$ cat src/rtl/mem_arb_pkg.sv
// Shared types and constants for the unified-memory arbiter.
// State encodings, port identifiers and the wait-counter width.
package mem_arb_pkg;

    typedef enum logic [1:0] {
        IDLE   = 2'd0,
        ACCESS = 2'd1,
        WAIT   = 2'd2,
        RESP   = 2'd3
    } arb_state_t;

    localparam logic PORT_CPU = 1'b0;
    localparam logic PORT_LD  = 1'b1;

    // Wide enough for the full legal latency range of 1..7.
    localparam int LAT_W = 3;

endpackage

$ cat src/rtl/mem_arbiter_rr_arb2.sv
// Two-requester round-robin pick.
// On a tie the requester that did not win last time is chosen.
module rr_arb2
    import mem_arb_pkg::*;
(
    input  logic req0,
    input  logic req1,
    input  logic last,
    output logic gnt_valid,
    output logic gnt_id
);

    always_comb begin
        gnt_valid = req0 | req1;
        gnt_id    = PORT_CPU;
        if (req0 && req1) begin
            gnt_id = ~last;
        end else if (req1) begin
            gnt_id = PORT_LD;
        end
    end

endmodule

$ cat src/rtl/mem_arbiter.sv
// Arbiter and access sequencer sharing the unified memory between the CPU
// datapath and the loader/debug port; one transaction in flight at a time.
//
//   state  | meaning
//   IDLE   | waiting for a request; arbitrates and latches the winner
//   ACCESS | read or write strobe is high for this single cycle
//   WAIT   | counting down the memory latency; captures read data at the end
//   RESP   | owner's ack is high for this single cycle
module mem_arbiter
    import mem_arb_pkg::*;
#(
    parameter int AW      = 16,
    parameter int DW      = 16,
    parameter int MEM_LAT = 1
) (
    input  logic          clk,
    input  logic          nrst,

    input  logic          cpu_req,
    input  logic          cpu_we,
    input  logic [AW-1:0] cpu_addr,
    input  logic [DW-1:0] cpu_wdata,
    output logic          cpu_ack,
    output logic [DW-1:0] cpu_rdata,
    output logic          cpu_stall,

    input  logic          ld_req,
    input  logic          ld_we,
    input  logic [AW-1:0] ld_addr,
    input  logic [DW-1:0] ld_wdata,
    output logic          ld_ack,
    output logic [DW-1:0] ld_rdata,

    output logic [AW-1:0] mem_addr,
    output logic [DW-1:0] mem_wdata,
    output logic          mem_re,
    output logic          mem_we,
    input  logic [DW-1:0] mem_rdata,

    output logic          busy
);

    arb_state_t       state;
    arb_state_t       state_nxt;
    logic [LAT_W-1:0] wait_cnt;
    logic             owner;
    logic             last_grant;
    logic             gnt_valid;
    logic             gnt_id;
    logic             sel_we;
    logic [AW-1:0]    sel_addr;
    logic [DW-1:0]    sel_wdata;

    rr_arb2 u_rr_arb2 (
        .req0      (cpu_req),
        .req1      (ld_req),
        .last      (last_grant),
        .gnt_valid (gnt_valid),
        .gnt_id    (gnt_id)
    );

    always_comb begin
        sel_we    = cpu_we;
        sel_addr  = cpu_addr;
        sel_wdata = cpu_wdata;
        if (gnt_id == PORT_LD) begin
            sel_we    = ld_we;
            sel_addr  = ld_addr;
            sel_wdata = ld_wdata;
        end
    end

    always_ff @(posedge clk or negedge nrst) begin
        if (!nrst) begin
            state <= IDLE;
        end else begin
            state <= state_nxt;
        end
    end

    always_comb begin
        state_nxt = state;
        case (state)
            IDLE:    if (gnt_valid) state_nxt = ACCESS;
            ACCESS:  state_nxt = WAIT;
            WAIT:    if (wait_cnt == LAT_W'(1)) state_nxt = RESP;
            RESP:    state_nxt = IDLE;
            default: state_nxt = IDLE;
        endcase
    end

    // Strobes and acks are registered one edge ahead so they line up with
    // the ACCESS and RESP cycles respectively.
    always_ff @(posedge clk or negedge nrst) begin
        if (!nrst) begin
            wait_cnt   <= '0;
            owner      <= PORT_CPU;
            last_grant <= PORT_LD;
            mem_addr   <= '0;
            mem_wdata  <= '0;
            mem_re     <= 1'b0;
            mem_we     <= 1'b0;
            cpu_ack    <= 1'b0;
            ld_ack     <= 1'b0;
            cpu_rdata  <= '0;
            ld_rdata   <= '0;
            busy       <= 1'b0;
        end else begin
            mem_re  <= 1'b0;
            mem_we  <= 1'b0;
            cpu_ack <= 1'b0;
            ld_ack  <= 1'b0;
            busy    <= (state_nxt != IDLE);
            case (state)
                IDLE: begin
                    if (gnt_valid) begin
                        owner      <= gnt_id;
                        last_grant <= gnt_id;
                        mem_addr   <= sel_addr;
                        mem_wdata  <= sel_wdata;
                        mem_re     <= ~sel_we;
                        mem_we     <= sel_we;
                    end
                end
                ACCESS: begin
                    wait_cnt <= LAT_W'(MEM_LAT);
                end
                WAIT: begin
                    wait_cnt <= wait_cnt - LAT_W'(1);
                    if (wait_cnt == LAT_W'(1)) begin
                        if (owner == PORT_LD) begin
                            ld_rdata <= mem_rdata;
                            ld_ack   <= 1'b1;
                        end else begin
                            cpu_rdata <= mem_rdata;
                            cpu_ack   <= 1'b1;
                        end
                    end
                end
                default: ;
            endcase
        end
    end

    assign cpu_stall = cpu_req & ~cpu_ack;

endmodule

$ cat config.mk
export PLATFORM = sky130hd
export DESIGN_NAME = mem_arbiter
export DESIGN_NICKNAME = d
export VERILOG_FILES = /design/src/rtl/mem_arb_pkg.sv /design/src/rtl/mem_arbiter_rr_arb2.sv /design/src/rtl/mem_arbiter.sv
export SDC_FILE = /design/constraint.sdc
export NUM_CORES = 1
export LEC_CHECK = 0
export ABC_AREA = 0
export CORE_MARGIN = 3
export CORE_UTILIZATION = 35
export CTS_CLUSTER_SIZE = 30
export DETAILED_ROUTE_END_ITERATION = 10
export DONT_BUFFER_PORTS = 1
export PLACE_DENSITY = 0.53
export REMOVE_ABC_BUFFERS = 1
export SYNTH_ARGS = -nofsm -noshare
export SYNTH_HDL_FRONTEND = slang
export SYNTH_SLANG_ARGS = --single-unit
$ cat constraint.sdc
create_clock -name clk -period 2.2 [get_ports clk]
set_input_delay 0.11 -clock clk [delete_from_list [all_inputs] [get_ports clk]]
set_output_delay 0.11 -clock clk [all_outputs]
set_load 0.05 [all_outputs]
# == After elaboration in Yosys (flattened, before gate mapping) ==
# Cells that the tools add are included.
# op_classes
addsub,1
eq_ne,4
n_bitwise,6
n_reduce_logical,7
muxes,19
# ops
op,count
two-way mux 16 bit,2
two-way mux 1 bit,13
case mux 2 bit (4 select lines),1
case mux 3 bit (2 select lines),1
AND reduction 3 bit,2
equality test 2 bit (second input constant),2
two-way mux 2 bit,2
NOT 1 bit,4
nonzero test 2 bit,2
equality test 3 x 1 -> 1 bit (second input constant),1
subtractor 3 x 1 -> 3 bit (second input constant),1
equality test 2 x 1 -> 1 bit (second input constant),1
zero test 2 bit,1
AND reduction 2 bit,1
bitwise AND 1 bit,1
logical AND 1 bit,1
bitwise OR 1 bit,1
# word_totals
regBits,76
input_bits,86

# == Longest topological paths before layout ==
# logic_depth
depth_word,6
depth_mapped,7
mapped_depth_nobuf,5

# == Cells and area by module ==
# Synthesis repeated with hierarchy kept, for this count alone.
# unflattened
cells_unflattened,259
area_unflattened_um2,3261.9
# by_module_without_submodules
mod,n_inst,cells_each,area_per_inst_um2,seq_area_each_um2
mem_arbiter,1,257,3248.1,1903.1
rr_arb2,1,2,13.8,0.0

# == Worst setup path before layout ==
# OpenSTA, ideal clock, no wires.
# synth_path
path_type,reg-to-reg
from,reg wait_cnt[1]
to,reg cpu_rdata[1]
required_time_ps,2075
slack_ps,632
t_arrival_ps,1443
period_less_slack_ps,1568
stages_incl_launch_ff,7
n_path_buf,1
path_cell_list,dfrtp_1 -> inv_1 -> ha_1 -> nand3b_1 -> nor2_4 -> buf_6 -> mux2_2
# synth_between
elab_chain_cells,2
# synth_lines
element,line,source
from (decl),mem_arbiter.sv:45,logic [LAT_W-1:0] wait_cnt;
from (signal assigned),mem_arbiter.sv:126,wait_cnt <= LAT_W'(MEM_LAT);
from (signal assigned),mem_arbiter.sv:129,wait_cnt <= wait_cnt - LAT_W'(1);
equality test 3 x 1 -> 1 bit,mem_arbiter.sv:130,if (wait_cnt == LAT_W'(1)) begin
AND reduction 3 bit (no source line),n/a,
to (signal assigned),mem_arbiter.sv:135,cpu_rdata <= mem_rdata;
to (decl),mem_arbiter.sv:24,"output logic [DW-1:0] cpu_rdata,"
# Every way passes these cells.
# A chain may end at the register's enable or synchronous reset.

# == Final worst setup path ==
# layout_path
from,reg state[0]
to,reg mem_wdata[12]
# layout_between
elab_chain_cells,2
# layout_lines
element,line,source
from (decl),mem_arbiter.sv:43,arb_state_t state;
from (signal assigned),mem_arbiter.sv:77,state <= state_nxt;
zero test 2 bit,mem_arbiter.sv:114,case (state)
AND reduction 2 bit (no source line),n/a,
to (signal assigned),mem_arbiter.sv:120,mem_wdata <= sel_wdata;
to (decl),mem_arbiter.sv:35,"output logic [DW-1:0] mem_wdata,"
# Every way passes these cells.

==> flow_summary.ini <==
[cts]
cts_root_buf = clkbuf_8
clock_path_buffers = 2
numCtsBuffers = 9
clkTransAtPathRegs_ns = 0.08
cts_tree = built
post_cts_buffers = 0
htree_levels = 3
clock_latency_ns = 0.34
cts_sinks = 76

[timing]
finalMaxSlewViolations = 0
finalSetupTns_ns = 0
tightest_slew_ns = 0.588
slew-limit-headroom_pct = 60.8
rsz0062_at_grt = false
skew_ns = 0.00936
fmax_mhz = 499
hold_viol = 0
layout_min_cycle_time_ns = 2.00
finalSetupViolCount = 0
setup_ws_ns = 0.197
post-route-period-util_pct = 91.1

[floorplanning]
fp-row-count = 34
design.die.area_um2 = 10300
die-height_um = 102
fp.dieW_um = 102
core_um2 = 8810
pin_count = 156
start_util_pct = 36.4

[synth]
yosys.area_share.simple_pct = 9.72
synth_xor_xnor_area_share_pct = 0
synth_most_common_cell = dfrtp_1
syn-instance-count = 285
yosys.cell_types.count = 30
synth_edf_count = 0
synth-compound-area-share_pct = 12.8
yosysTopAreaCell = dfrtp_1
ys_seq_elements = 76
synthTopCellsByArea = dfrtp_1, a21oi_1, mux2_2, mux2_4, nand2_1
synth-adder-area-share_pct = 1.56
synth_commonest_cells = dfrtp_1, a21oi_1, nand2_1, nor2_1, mux2_2
synthMuxAreaShare_pct = 13.0
yosysWarnings = 0
ys_seq_area_share_pct = 59.3
synth_ff_type = dfrtp_1
synth_top_area_share_pct = 58.5
synthesis.area_um2 = 3210
avgSynthCellArea_um2 = 11.3
ys_async_sr_fraction_pct = 100
synth_top_family_by_area = multiplexers

[power_and_ir_drop]
ir_drop_uv = 884
p_leak_nw = 1.92
powerDensity_nw_per_um2 = 1910

[place]
io_buffer_count = 0
dpl.hpwl_um = 5070
pre_cts_ws_ns = 0.391
globalplace.congestion = 0.671

[detailed_routing]
drc = 0
routedWlPerCell_um = 17.2
routed_wl_um = 8310
dr.pass1.iters = 4
drtIter0Drc = 44
routed_via_density = 5.08
ant_nets = 0
dr_total_vias = 2457

[grt]
grt_max_degree = 77
grt_usage_pct = 16.0
grt_overflow_total = 0
grt_pass1_vias = 2553
grt_pass1_wl_um = 12700
grt_antenna_before_repair = 0

[setup_path]
worst_setup_path_start_kind = register
end_kind = register
critPathKind = register to register
rrSetupSlack_ns = 0.20
crit_fanout = 35
cp.arrival_ns = 2.21
cp_data_required_time_ns = 2.41

[cells_and_area]
diodes = 0
drive_above_1_share_pct = 16.8
fin_nets = 461
fillers = 766
synthToLayoutAreaGrowth_pct = 37.3

[status]
status = completed

[min_path]
hold_path.class = primary input to register

[run]
maxCapViolCount = 0
per-stage QoR:
stage / cell area (um2) / std cells / total power (W) / util, % / hold WS (ns)
5_1_grt: 4400 / 484 / 0.00890 / 50.0 / 0.0316
2_1_floorplan: 3110 / 269 / 0.00603 / - / -0.186
3_5_place_dp: 3290 / 382 / 0.00655 / 37.3 / -0.184
3_3_place_gp: 3290 / 382 / 0.00650 / 37.3 / -0.183
4_1_cts: 4390 / 484 / 0.00843 / 49.9 / 0.0163
6_report: 4400 / 484 / 0.00840 / 50.0 / 0.0412
critical path, cell delays in order, from the launching register on:
cell	delay [ns]
dfrtp_1	0.38
inv_1	0.08
ha_2	0.25
o21ai_2	0.07
buf_4	0.25
a21oi_1	0.18
a21oi_1	0.09
dlygate4sd3_1	0.57
per-layer routing:
metal  wire, um  vias to the layer above  track usage, %
met5          0                        -               0
met4         84                        0            4.40
met3        912                       10            6.96
met2       4070                      143            27.6
met1       3240                     1164            18.1
li1           -                     1140               -
final timing paths:
kind	from	end	cells after the start
hold / removal	ld_addr[10]	mem_addr[10]	2
hold reg to reg	wait_cnt[2]	wait_cnt[2]	1
setup reg to reg	state[0]	mem_wdata[12]	7
setup / recovery	state[0]	mem_wdata[12]	7
max in group asynchronous	nrst	last_grant	2
min in group asynchronous	nrst	mem_wdata[2]	2
area by class of cell:
cell class	instances	area [um2]	share of cell area (%)
clock inverters	6	87.6	1.99
inverters	6	22.5	0.512
multi-input cells	187	1200	27.2
repair buffers	91	920	20.9
flip-flops and latches	76	1900	43.2
clock buffers	10	138	3.13
well taps	108	135	3.07
registers in the layout, summed over array words and instances (netlist names):
name	count
mem_wdata	16
mem_we	1
cpu_rdata	16
owner	1
last_grant	1
cpu_ack	1
state	2
ld_ack	1
wait_cnt	3
ld_rdata	16
mem_addr	16
busy	1
mem_re	1
kinds of logic (layout without fill, tap and decap cells):
| kind of cell | after synthesis | count (layout) |
|---|---|---|
| and+or+nand+nor | 73 | 73 |
| DFF | 76 | 76 |
| buffers and inverters | 22 | 113 |
| muxes | 34 | 34 |
| adders and majority gates | 4 | 4 |
| AOI/OAI and AO/OA | 76 | 76 |
timing repair:
action                                  in CTS  in global routing
endpoints found under the hold margin      144                  0
hold buffers                                86                  0
endpoints found under the setup margin       0                 30
resized for setup                            0                  3
power breakdown:
group / switching, W / total [W] / internal [W]
Combinational: 0.000995 / 0.00238 / 0.00139
Sequential: 0.00278 / 0.00484 / 0.00206
Clock: 0.000511 / 0.00118 / 0.000670
Total: 0.00429 / 0.00840 / 0.00411
cell usage in the layout, fill, tap and decap left out, drive strengths merged, types with 2 or more instances in the layout:
cell type / instances
a21oi: 65
buf: 6
clkinv: 4
nor2: 34
clkbuf: 10
mux2: 33
ha: 4
nand2: 33
inv: 6
dfrtp: 75
dlygate4sd3: 85
bufinv: 2
o21ai: 3
(Power assumes the default switching activity.)
